==> src/rtl/gfx_pattern_gen_if.sv <==
// AXI4-Lite write channel bundle for the pattern generator.
// Master drives address/data/response-ready; slave answers.
interface gfx_pattern_gen_if #(
    parameter int AW = 20,
    parameter int DW = 16
);
    logic [AW-1:0]   axi_awaddr;
    logic            axi_awvalid;
    logic            axi_awready;
    logic [DW-1:0]   axi_wdata;
    logic [DW/8-1:0] axi_wstrb;
    logic            axi_wvalid;
    logic            axi_wready;
    logic            axi_bvalid;
    logic [1:0]      axi_bresp;
    logic            axi_bready;

    modport master (
        output axi_awaddr, axi_awvalid, axi_wdata, axi_wstrb,
        output axi_wvalid, axi_bready,
        input  axi_awready, axi_wready, axi_bvalid, axi_bresp
    );

    modport slave (
        input  axi_awaddr, axi_awvalid, axi_wdata, axi_wstrb,
        input  axi_wvalid, axi_bready,
        output axi_awready, axi_wready, axi_bvalid, axi_bresp
    );
endinterface

==> src/rtl/gfx_pattern_gen.sv <==
// Framebuffer test-pattern filler: one AXI write per pixel,
// solid / gradient / checker / colour-bar patterns.
module gfx_pattern_gen #(
    parameter int H_VISIBLE      = 640,
    parameter int V_VISIBLE      = 480,
    parameter int PIXEL_BITS     = 12,
    parameter int AXI_ADDR_WIDTH = 20,
    parameter int AXI_DATA_WIDTH = 16,
    parameter int CHECK_SHIFT    = 4
) (
    input  logic                  clk,
    input  logic                  reset,
    input  logic                  start,
    input  logic [1:0]            mode,
    input  logic                  loop,
    input  logic [PIXEL_BITS-1:0] solid_color,
    gfx_pattern_gen_if.master     axi,
    output logic                  busy,
    output logic                  frame_done,
    output logic                  err
);
    localparam int XW    = (H_VISIBLE > 1) ? $clog2(H_VISIBLE) : 1;
    localparam int YW    = (V_VISIBLE > 1) ? $clog2(V_VISIBLE) : 1;
    localparam int BAR_W = (H_VISIBLE >= 8) ? H_VISIBLE / 8 : 1;
    localparam int BCW   = (BAR_W > 1) ? $clog2(BAR_W) : 1;
    localparam int CW    = PIXEL_BITS / 3;

    localparam logic [XW-1:0]  X_MAX  = XW'(H_VISIBLE - 1);
    localparam logic [YW-1:0]  Y_MAX  = YW'(V_VISIBLE - 1);
    localparam logic [BCW-1:0] BC_MAX = BCW'(BAR_W - 1);
    localparam logic [AXI_ADDR_WIDTH-1:0] LINE_STEP =
        AXI_ADDR_WIDTH'(H_VISIBLE);

    typedef enum logic [1:0] {
        IDLE,
        ADDR_DATA,
        RESP,
        NEXT
    } state_t;

    state_t r_state;
    state_t w_state_nxt;

    logic [XW-1:0]             r_x;
    logic [YW-1:0]             r_y;
    logic [AXI_ADDR_WIDTH-1:0] r_line_base;
    logic [2:0]                r_bar;
    logic [BCW-1:0]            r_bar_cnt;
    logic [PIXEL_BITS-1:0]     r_frame_cnt;
    logic [1:0]                r_mode;
    logic [PIXEL_BITS-1:0]     r_color;
    logic                      r_awvalid;
    logic                      r_wvalid;
    logic                      r_err;

    logic                  w_start_ok;
    logic                  w_last_x;
    logic                  w_last;
    logic                  w_aw_done;
    logic                  w_w_done;
    logic                  w_enter_ad;
    logic                  w_xb;
    logic                  w_yb;
    logic [PIXEL_BITS-1:0] w_color;

    assign w_start_ok = (r_state == IDLE) && start;
    assign w_last_x   = (r_x == X_MAX);
    assign w_last     = w_last_x && (r_y == Y_MAX);
    assign w_aw_done  = !r_awvalid || axi.axi_awready;
    assign w_w_done   = !r_wvalid || axi.axi_wready;
    assign w_enter_ad = (w_state_nxt == ADDR_DATA) &&
                        (r_state != ADDR_DATA);

    // Checker bit selects; a shift wider than the counter reads as 0.
    if (CHECK_SHIFT < XW) begin : g_xb
        assign w_xb = r_x[CHECK_SHIFT];
    end else begin : g_xb0
        assign w_xb = 1'b0;
    end
    if (CHECK_SHIFT < YW) begin : g_yb
        assign w_yb = r_y[CHECK_SHIFT];
    end else begin : g_yb0
        assign w_yb = 1'b0;
    end

    always_comb begin
        w_color = '0;
        case (r_mode)
            2'd0: w_color = r_color;
            2'd1: w_color = r_frame_cnt + PIXEL_BITS'(r_x);
            2'd2: w_color = {PIXEL_BITS{w_xb ^ w_yb}};
            2'd3: w_color = {{CW{r_bar[2]}}, {CW{r_bar[1]}},
                             {CW{r_bar[0]}}};
            default: w_color = '0;
        endcase
    end

    always_ff @(posedge clk or posedge reset) begin
        if (reset) r_state <= IDLE;
        else       r_state <= w_state_nxt;
    end

    always_comb begin
        w_state_nxt = r_state;
        unique case (r_state)
            IDLE:      if (start) w_state_nxt = ADDR_DATA;
            ADDR_DATA: if (w_aw_done && w_w_done) w_state_nxt = RESP;
            RESP:      if (axi.axi_bvalid) w_state_nxt = NEXT;
            NEXT:      w_state_nxt = (w_last && !loop) ? IDLE : ADDR_DATA;
            default:   w_state_nxt = IDLE;
        endcase
    end

    always_ff @(posedge clk or posedge reset) begin
        if (reset) begin
            r_awvalid <= 1'b0;
            r_wvalid  <= 1'b0;
        end else if (w_enter_ad) begin
            r_awvalid <= 1'b1;
            r_wvalid  <= 1'b1;
        end else begin
            if (axi.axi_awready) r_awvalid <= 1'b0;
            if (axi.axi_wready)  r_wvalid  <= 1'b0;
        end
    end

    always_ff @(posedge clk or posedge reset) begin
        if (reset) begin
            r_x         <= '0;
            r_y         <= '0;
            r_line_base <= '0;
            r_bar       <= '0;
            r_bar_cnt   <= '0;
            r_frame_cnt <= '0;
            r_mode      <= '0;
            r_color     <= '0;
            r_err       <= 1'b0;
        end else begin
            if (w_start_ok) begin
                r_mode  <= mode;
                r_color <= solid_color;
                r_err   <= 1'b0;
            end
            if (r_state == RESP && axi.axi_bvalid &&
                axi.axi_bresp != 2'b00)
                r_err <= 1'b1;
            // Position advances only once the pixel's response is in.
            if (r_state == NEXT) begin
                if (w_last) begin
                    r_x         <= '0;
                    r_y         <= '0;
                    r_line_base <= '0;
                    r_bar       <= '0;
                    r_bar_cnt   <= '0;
                    r_frame_cnt <= r_frame_cnt + PIXEL_BITS'(1);
                end else if (w_last_x) begin
                    r_x         <= '0;
                    r_y         <= r_y + YW'(1);
                    r_line_base <= r_line_base + LINE_STEP;
                    r_bar       <= '0;
                    r_bar_cnt   <= '0;
                end else begin
                    r_x <= r_x + XW'(1);
                    if (r_bar_cnt == BC_MAX) begin
                        r_bar_cnt <= '0;
                        if (r_bar != 3'd7) r_bar <= r_bar + 3'd1;
                    end else begin
                        r_bar_cnt <= r_bar_cnt + BCW'(1);
                    end
                end
            end
        end
    end

    assign axi.axi_awaddr  = r_line_base + AXI_ADDR_WIDTH'(r_x);
    assign axi.axi_awvalid = r_awvalid;
    assign axi.axi_wdata   = AXI_DATA_WIDTH'(w_color);
    assign axi.axi_wstrb   = '1;
    assign axi.axi_wvalid  = r_wvalid;
    assign axi.axi_bready  = (r_state == RESP);

    assign busy       = (r_state != IDLE);
    assign frame_done = (r_state == NEXT) && w_last;
    assign err        = r_err;
endmodule

==> src/flat_wrapper.sv <==
// flat-port wrapper written by rule: the top's interface ports become plain ports
module gfx_pattern_gen_flat 
#(
    parameter int H_VISIBLE      = 640,
    parameter int V_VISIBLE      = 480,
    parameter int PIXEL_BITS     = 12,
    parameter int AXI_ADDR_WIDTH = 20,
    parameter int AXI_DATA_WIDTH = 16,
    parameter int CHECK_SHIFT    = 4
)
  (clk, reset, start, mode, loop, solid_color, busy, frame_done, err, axi_axi_awaddr, axi_axi_awvalid, axi_axi_wdata, axi_axi_wstrb, axi_axi_wvalid, axi_axi_bready, axi_axi_awready, axi_axi_wready, axi_axi_bvalid, axi_axi_bresp);
  gfx_pattern_gen_if #(.AW((20)), .DW((16))) axi_i ();
  input  logic clk;
  input  logic reset;
  input  logic start;
  input  logic [1:0] mode;
  input  logic loop;
  input  logic [PIXEL_BITS-1:0] solid_color;
  output logic busy;
  output logic frame_done;
  output logic err;
  output wire logic [$bits(axi_i.axi_awaddr)-1:0] axi_axi_awaddr;
  output wire logic [$bits(axi_i.axi_awvalid)-1:0] axi_axi_awvalid;
  output wire logic [$bits(axi_i.axi_wdata)-1:0] axi_axi_wdata;
  output wire logic [$bits(axi_i.axi_wstrb)-1:0] axi_axi_wstrb;
  output wire logic [$bits(axi_i.axi_wvalid)-1:0] axi_axi_wvalid;
  output wire logic [$bits(axi_i.axi_bready)-1:0] axi_axi_bready;
  input wire logic [$bits(axi_i.axi_awready)-1:0] axi_axi_awready;
  input wire logic [$bits(axi_i.axi_wready)-1:0] axi_axi_wready;
  input wire logic [$bits(axi_i.axi_bvalid)-1:0] axi_axi_bvalid;
  input wire logic [$bits(axi_i.axi_bresp)-1:0] axi_axi_bresp;
  assign axi_axi_awaddr = axi_i.axi_awaddr;
  assign axi_axi_awvalid = axi_i.axi_awvalid;
  assign axi_axi_wdata = axi_i.axi_wdata;
  assign axi_axi_wstrb = axi_i.axi_wstrb;
  assign axi_axi_wvalid = axi_i.axi_wvalid;
  assign axi_axi_bready = axi_i.axi_bready;
  assign axi_i.axi_awready = axi_axi_awready;
  assign axi_i.axi_wready = axi_axi_wready;
  assign axi_i.axi_bvalid = axi_axi_bvalid;
  assign axi_i.axi_bresp = axi_axi_bresp;
  gfx_pattern_gen #(.H_VISIBLE(H_VISIBLE), .V_VISIBLE(V_VISIBLE), .PIXEL_BITS(PIXEL_BITS), .AXI_ADDR_WIDTH(AXI_ADDR_WIDTH), .AXI_DATA_WIDTH(AXI_DATA_WIDTH), .CHECK_SHIFT(CHECK_SHIFT)) u_core (.clk(clk), .reset(reset), .start(start), .mode(mode), .loop(loop), .solid_color(solid_color), .axi(axi_i), .busy(busy), .frame_done(frame_done), .err(err));
endmodule
==> config.mk <==
export PLATFORM = sky130hd
export DESIGN_NAME = gfx_pattern_gen_flat
export DESIGN_NICKNAME = d
export VERILOG_FILES = /design/src/rtl/gfx_pattern_gen_if.sv /design/src/rtl/gfx_pattern_gen.sv /design/src/flat_wrapper.sv
export SDC_FILE = /design/constraint.sdc
export NUM_CORES = 1
export LEC_CHECK = 0
export CORE_ASPECT_RATIO = 1.1
export CORE_MARGIN = 5
export CORE_UTILIZATION = 35
export CTS_CLUSTER_DIAMETER = 150
export DETAILED_ROUTE_END_ITERATION = 6
export PLACE_DENSITY = 0.68
export REMOVE_ABC_BUFFERS = 1
export SLEW_MARGIN = 20
export SYNTH_ARGS = -nofsm -noshare
export SYNTH_HDL_FRONTEND = slang
export SYNTH_SLANG_ARGS = --single-unit
export TNS_END_PERCENT = 20
==> constraint.sdc <==
create_clock -name clk -period 3.4 [get_ports clk]
set_input_delay 0.51 -clock clk [delete_from_list [all_inputs] [get_ports clk]]
set_output_delay 0.51 -clock clk [all_outputs]
set_load 0.01 [all_outputs]
==> out/summary.md <==
The number of buffers created by CTS was 9. Summed over all layers, the global routing overflow is 0. For this run, the top clock speed supported by timing is 302.1 MHz. In the routed design, unresolved DRC markers number 0. Relative to the synthesized area, the layout overhead comes to 23.93%.

The number of global-route vias before repair was 3792. After the last flow step, the layout net total stands at 599. Synthesis produced a netlist whose cell count is 495. For the final-layout setup total negative slack, the log shows 0 ps.

The worst setup path is captured at an output pin. Across the VDD grid, the largest voltage drop is 346.8 uV. The global routing stage identified its most utilized layer as met2. The logs give 0.4423 for the final core area utilization and 340 ps for the source-to-sink clock delay at the later pin of the worst-skew pair.

In this run the worst hold path is classified as flip-flop to flip-flop. The tools report the setup violation total in the final timing report as 0. The number of cells on the worst reg-to-reg path is 6.

The finished cells cover 5592 sq um. The register-to-register setup slack came out at 1050 ps. The analysis attributes to cell leakage a power of 2.391 nW. The final clock period utilization by the worst path was 0.9737.

The flow ran to the end, and the final reports show no timing, DRC or antenna violations. The fraction of post-synthesis cell area in the top cell type by area works out to 0.4049. The most numerous cell in the Yosys netlist was sky130_fd_sc_hd__dfrtp_1. The tools report the count of standard-cell rows as 43. After filler insertion, the fill cell instance count of the layout stands at 1213. Tracing the worst setup path back leads to its startpoint at u_core.r_x[0]$_DFFE_PP0P_.

The logs give 3865 for the total vias in the final route and 0.2721 for the routing usage on met2. Data on the critical path arrives at its endpoint at 2800 ps. In this run the remaining antenna-violating nets after routing total 0. By count the netlist is led by sky130_fd_sc_hd__dfrtp_1, sky130_fd_sc_hd__nand2_1, sky130_fd_sc_hd__o21ai_0. For the pin with the worst max-slew slack, the measured transition is 719.2 ps. The clock net in this run drives a total of 73 sinks.

The tools report the sequential element share of the synthesized area as 0.4049. The synthesized netlist occupies a cell area of 4512 sq um. The main flop type after synthesis is sky130_fd_sc_hd__dfrtp_1. The classification of the worst setup path was flip-flop to output pin. In this run the critical register-to-register path is captured at u_core.r_frame_cnt[6]$_DFFE_PP0P_.

After legalization and detailed placement, the total HPWL measured 8468 um. The overall global routing resource usage is 0.1480, and the total number of H-tree levels is 3. By area the synthesized netlist is led by sky130_fd_sc_hd__dfrtp_1, sky130_fd_sc_hd__xnor2_1, sky130_fd_sc_hd__ha_1. The synthesis-stage register bit count is 73, and the distinct cell type count after synthesis is 56. The logs give 0.5198 for the max-slew headroom at the worst pin and 46 for the maximum number of pins on one net before global-route repair. The finished layout holds 715 standard cells, fillers aside. The vias per cell is 5.406. The async set-reset flop share out of synthesis was 1.000; the maximum clock path buffer count was 2. The tree is rooted in a sky130_fd_sc_hd__clkbuf_16. Across the routed clock network, the largest skew measured is 5.614 ps. The die covers 15260 sq um. Antenna diode instance count: 0. The tools report the number of failing hold endpoints at the final stage as 0.

Yosys printed 0 warnings. The worst path needs 3310 ps of the cycle, external delays included. The tools report the startpoint kind of the worst setup timing path as a flip-flop. The logs give 0.3569 for the initial core utilization and 67 for the total I/O pin count. The final number of max-transition violations is 0. Setup repair after global routing could not meet its margin everywhere. The fraction of met1 tracks used by global routing was 0.1716. The met3 global-route usage came out at 0.03317.

STA puts the critical path data required time at 2890 ps. Leading area contributor after synthesis: sky130_fd_sc_hd__dfrtp_1. In this run, synthesis inferred 0 flip-flops with an integrated enable. The launch instance of the worst register-to-register path is u_core.r_y[0]$_DFFE_PP0P_. The average cell area after synthesis is 9.115 sq um. The detailed router finished its first iteration with 193 violations. The most critical setup path has its endpoint at axi_axi_wdata[6].

The logs give 699 for the number of cells in the design after placement and 4 for the total iterations of the first detailed-routing run. The tools report the total wire length after detailed routing as 11380 um. The die is 118.3 um wide. Buffers placed on the I/O ports in this run total 60. In this run the power density over the cells is 578.3 nW/um^2.

TritonCTS built the clock tree. Routability-driven placement finished with a final weighted congestion of 0.8539. For the cell area reported after detailed placement, the log shows 5275 sq um. Along the worst path, the maximum fanout reaches 6. The tools report the initial antenna violation count as 0. The share of layout cells above drive strength 1 is 0.1111. The die span in y was 129.1 um. In the final routed layout, each cell accounts on average for 15.92 um.

The first global-routing pass estimated 18420 um of wire. The clock-pin slew on the worst setup and hold paths is 60 ps, and the count of maximum capacitance violations is 0. The core box area was 12640 sq um.
final cells by class:
class	count	area, sq um	area share
multi-input combinational	383	2539	0.4540
sequential	73	1827	0.3267
timing repair buffer	73	714.4	0.1278
clock buffer	11	242.7	0.04341
tap	157	196.4	0.03513
inverter	14	52.55	0.009398
clock inverter	4	20.02	0.003580
critical path, cell delays in order (launching register included):
cell                              delay (ps)
sky130_fd_sc_hd__dfrtp_1                 440
sky130_fd_sc_hd__ha_2                    240
sky130_fd_sc_hd__fa_1                    420
sky130_fd_sc_hd__a21oi_2                 210
sky130_fd_sc_hd__buf_4                   140
sky130_fd_sc_hd__o21ai_0                  90
sky130_fd_sc_hd__a211o_1                 310
sky130_fd_sc_hd__o2bb2ai_1               120
sky130_fd_sc_hd__clkdlybuf4s50_1         500
cells by family (layout without fill, tap and decap cells):
logic type | after synthesis | in the layout | synth area share
mux | 16 | 16 | 0.03966
simple gates | 179 | 179 | 0.1975
buf+inv | 44 | 102 | 0.04603
other cells | 2 | 7 | 0.001665
xor+xnor | 47 | 47 | 0.09124
fa+ha+maj | 22 | 22 | 0.06267
flops | 73 | 73 | 0.4049
compound gates | 112 | 112 | 0.1564
worst min-delay path by stage:
stage | cells past startpoint | slack (ps) | to | startpoint
final | 1 | 500 | u_core.r_y[7]$_DFFE_PP0P_ | u_core.r_y[7]$_DFFE_PP0P_
after global routing | 1 | 520 | u_core.r_color[7]$_DFFE_PP0P_ | u_core.r_color[7]$_DFFE_PP0P_
after CTS | 1 | 510 | u_core.r_color[7]$_DFFE_PP0P_ | u_core.r_color[7]$_DFFE_PP0P_
after detailed placement | 1 | 490 | u_core.r_color[7]$_DFFE_PP0P_ | u_core.r_color[7]$_DFFE_PP0P_
after global placement | 2 | 480 | u_core.r_bar_cnt[1]$_DFFE_PP0P_ | u_core.r_bar_cnt[1]$_DFFE_PP0P_
after floorplan | 1 | 450 | u_core.r_y[7]$_DFFE_PP0P_ | u_core.r_y[7]$_DFFE_PP0P_
flip-flops by register name, summed over array words and instances, names as in the netlist:
signal                  cells
u_core.r_color             12
u_core.r_y                  9
u_core.axi.axi_awvalid      1
u_core.r_bar_cnt            7
u_core.r_line_base         13
u_core.axi.axi_wvalid       1
u_core.r_x                 10
u_core.r_mode               2
u_core.r_frame_cnt         12
u_core.err                  1
u_core.r_state              2
u_core.r_bar                3
per-layer routing:
layer	up-vias	routed length [um]
met4	0	225
met1	1906	4835
met3	19	398
met2	63	5922
met5	-	0
li1	1877	-
stage by stage:
| step | hold slack [ps] | power [W] | setup WS (ps) |
|---|---|---|---|
| 6_report | 501.0 | 0.003234 | 89.58 |
| 5_1_grt | 519.2 | 0.003427 | -63.67 |
| 4_1_cts | 506.5 | 0.003261 | 8.670 |
| 3_5_place_dp | 493.8 | 0.002395 | 274.1 |
| 3_3_place_gp | 477.6 | 0.002360 | 294.1 |
| 2_1_floorplan | 451.2 | 0.001831 | 877.2 |
placed cells by master, fill, tap and decap left out, types with 4 or more instances in the layout:
cell type                         synthesis  layout
sky130_fd_sc_hd__inv_1                   14      13
sky130_fd_sc_hd__clkinv_2                 0       4
sky130_fd_sc_hd__nor3_1                  13      13
sky130_fd_sc_hd__conb_1                   2       7
sky130_fd_sc_hd__dfrtp_1                 73      73
sky130_fd_sc_hd__nor2_1                  28      28
sky130_fd_sc_hd__nand2_1                 62      62
sky130_fd_sc_hd__and4_1                   4       4
sky130_fd_sc_hd__mux2_2                  15      15
sky130_fd_sc_hd__nor4_1                   6       4
sky130_fd_sc_hd__nand4_1                 10      10
sky130_fd_sc_hd__o31ai_1                  5       5
sky130_fd_sc_hd__clkdlybuf4s50_1          0      57
sky130_fd_sc_hd__o22ai_1                  4       4
sky130_fd_sc_hd__or3_1                    5       5
sky130_fd_sc_hd__clkbuf_16                0       9
sky130_fd_sc_hd__o211ai_1                 6       6
sky130_fd_sc_hd__a31oi_1                  5       5
sky130_fd_sc_hd__o21ai_0                 40      40
sky130_fd_sc_hd__xnor2_1                 32      32
sky130_fd_sc_hd__a21o_1                   4       4
sky130_fd_sc_hd__nand2b_1                 6       6
sky130_fd_sc_hd__buf_4                    8      12
sky130_fd_sc_hd__ha_1                    21      20
sky130_fd_sc_hd__xor2_1                  15      15
sky130_fd_sc_hd__nand3_1                 22      22
sky130_fd_sc_hd__and3_1                   5       5
sky130_fd_sc_hd__a21oi_1                 21      19
repair_timing:
| action | 4_1_cts | 5_1_grt |
|---|---|---|
| gates cloned | 0 | 0 |
| setup buffers | 0 | 1 |
| hold buffers | 0 | 0 |
| gates resized for setup | 2 | 9 |
| endpoints found under the setup margin | 1 | 6 |
| pin swaps | 0 | 2 |
report_power, final:
| part | leakage [nW] | switching [W] | internal, W |
|---|---|---|---|
| combinational | 1.30 | 0.000559 | 0.000611 |
| sequential | 0.953 | 0.000171 | 0.00103 |
| clock | 0.135 | 0.000356 | 0.000504 |
| total | 2.39 | 0.00109 | 0.00215 |
(Power assumes the default switching activity.)
==> RTL change (config.mk and constraints unchanged) <==
Re-encode `state_t` (4 states) as one-hot, 4 bits wide.
--- a/src/rtl/gfx_pattern_gen.sv
+++ b/src/rtl/gfx_pattern_gen.sv
@@ -32,9 +32,9 @@
         AXI_ADDR_WIDTH'(H_VISIBLE);
 
-    typedef enum logic [1:0] {
-        IDLE,
-        ADDR_DATA,
-        RESP,
-        NEXT
+    typedef enum logic [3:0] {
+        IDLE      = 4'b0001,
+        ADDR_DATA = 4'b0010,
+        RESP      = 4'b0100,
+        NEXT      = 4'b1000
     } state_t;
 
Check against the original RTL: same outputs for any inputs over 10 cycles, from zero or initial values and one cycle with reset high; not proved beyond that.
==> RTL change against the unedited design <==
- utilization shrank 0.72 points
- routed wire length shrank 2.4%
- design area grew 2.4%
- setup slack gained 0.018 ns
- power shrank 6.7%
- synthesized area grew 3.5%
- sequential power shrank 5%
- sequential cell count grew 2
==> RTL change: results (changes against the unedited design) <==
status=complete, no violations (unchanged); DRT Pass-1 Iters=4 (unchanged); Worst Path Max Fanout=7 (was 6); Worst-path clk slew=0.06 ns (about the same); root buffer cell=clkbuf_16 (unchanged); Iter 0 DRT Violations=324 (was 193); Min-Delay Path Class=in -> async (was reg -> reg); leakage power=2.54 nW (was 2.39 nW); worst slack, placed=0.209 ns (was 0.274 ns); initial antenna violation count=0 (unchanged); Internal=0.00210 W (was 0.00215 W); Longest Clk Path Bufs=2 (unchanged); CP delay by family, top=compound AO/OA/AOI/OAI gates (unchanged); GP Congestion=0.814 (was 0.854); drt wl/cell=15.2 um (was 15.9 um); Synth area leaders=dfrtp_1 40%, ha_1 5.6%, xnor2_1 5.4%, nand2_1 4.5%, o21ai_0 4.4% (was dfrtp_1 40%, xnor2_1 6.2%, ha_1 5.8%, nand2_1 5.2%, o21ai_0 4.4%); first-pass GRT wire length=18.4 mm (about the same); crit path launch=u_core.r_x[1] (was u_core.r_x[0]); Fill cells=1218 (was 1213); post-synthesis async set-or-reset flop share=1.00 (unchanged); synth cell count leaders=74 x dfrtp_1, 56 x nand2_1, 41 x o21ai_0 (was 73 x dfrtp_1, 62 x nand2_1, 40 x o21ai_0); synth unique cells=61 (was 56); final-report hold violation count=0 (unchanged); placed cell area=5410 um2 (was 5280 um2); Port-buffer cells=60 (unchanged); sequential share of the synthesized area=0.402 (was 0.405); htree depth=3 (unchanged); worst r2r src=u_core.r_state[3] (was u_core.r_y[0]); slowest CP cell=clkdlybuf4s50_1 (unchanged); Fin Clk Skew=0.00824 ns (was 0.00561 ns); routed via count=3902 (was 3865); CTS Buf Count=9 (unchanged); Syn. warnings=0 (unchanged); NumNets Final=608 (was 599); overall global routing resource usage=0.142 (was 0.148); CP Data Arrival Time=2.78 ns (was 2.80 ns); Peak VDD IR=0.000226 V (was 0.000347 V); Slew HR=0.641 (was 0.520); layout cell share with drive strength beyond 1=0.107 (was 0.111); vias in the first global route=3775 (was 3792); largest net degree at the start of global routing=58 (was 46); biggest regs=u_core.r_line_base: 13 flops, u_core.r_color: 12 flops, u_core.r_frame_cnt: 12 flops (unchanged); drc violations=0 (unchanged); dpl hpwl=8.34 mm (was 8.47 mm); largest stage delay on the critical path=0.58 ns (was 0.50 ns); # diodes=0 (unchanged)
-- RTL change: final timing paths --
check                                         end  slack [ns]  depth (start not counted)
max in group asynchronous       u_core.r_state[0]        2.24                          3
max reg2reg                u_core.r_frame_cnt[10]        1.09                          7
min                             u_core.r_color[6]        0.49                          2
max                             axi_axi_wdata[11]        0.11                          7
min in group clk                    u_core.r_y[8]        0.49                          1
min reg2reg                         u_core.r_y[8]        0.49                          1
-- RTL change: cell families after synthesis --
group           count (synthesis)  share of synthesized area
compound gates                112                      0.151
xor+xnor                       45                     0.0844
fa+ha+maj                      22                     0.0606
mux                            17                     0.0407
flops                          75                      0.402
buf+inv                        39                     0.0423
simple gates                  195                      0.217
other cells                     2                    0.00161
-- RTL change: power by group through the flow --
stage,Sequential [W],Clock (W),Combinational [W]
3_3_place_gp,0.00115,0,0.000913
4_1_cts,0.00114,0.000980,0.000933
3_5_place_dp,0.00116,0,0.000932
6_report,0.00114,0.000958,0.000919
2_1_floorplan,0.00116,0,0.000501
5_1_grt,0.00116,0.00101,0.00101
-- RTL change: routing by layer --
metal | track usage | vias to the layer above | part of all wire
met3 | 0.0185 | 13 | 0.030
met1 | 0.176 | 1927 | 0.44
met2 | 0.246 | 50 | 0.52
met4 | 0.0637 | 0 | 0.014
met5 | 0 | - | 0
li1 | - | 1912 | -
-- RTL change: stage by stage --
| step | std cells | hold WS, ns | utilization | TNS (ns) | power, W |
|---|---|---|---|---|---|
| floorplan | 480 | 0.459 | - | 0 | 0.00166 |
| global placement | 712 | 0.478 | 0.411 | 0 | 0.00206 |
| detailed placement | 712 | 0.482 | 0.411 | 0 | 0.00209 |
| CTS | 729 | 0.493 | 0.434 | 0 | 0.00305 |
| global route | 729 | 0.522 | 0.435 | -0.0822 | 0.00318 |
| finish | 729 | 0.494 | 0.435 | 0 | 0.00302 |
-- RTL change: final cells by class --
cell class / count / share of cell area
flip-flops and latches: 75 / 0.328
clock inverters: 5 / 0.00918
well taps: 161 / 0.0352
multi-input cells: 398 / 0.457
repair buffers: 72 / 0.123
clock buffers: 11 / 0.0424
inverters: 7 / 0.00459
-- RTL change: what timing repair did --
item,4_1_cts,5_1_grt
setup buffers,1,0
resized for setup,2,5
endpoints found under the setup margin,2,7
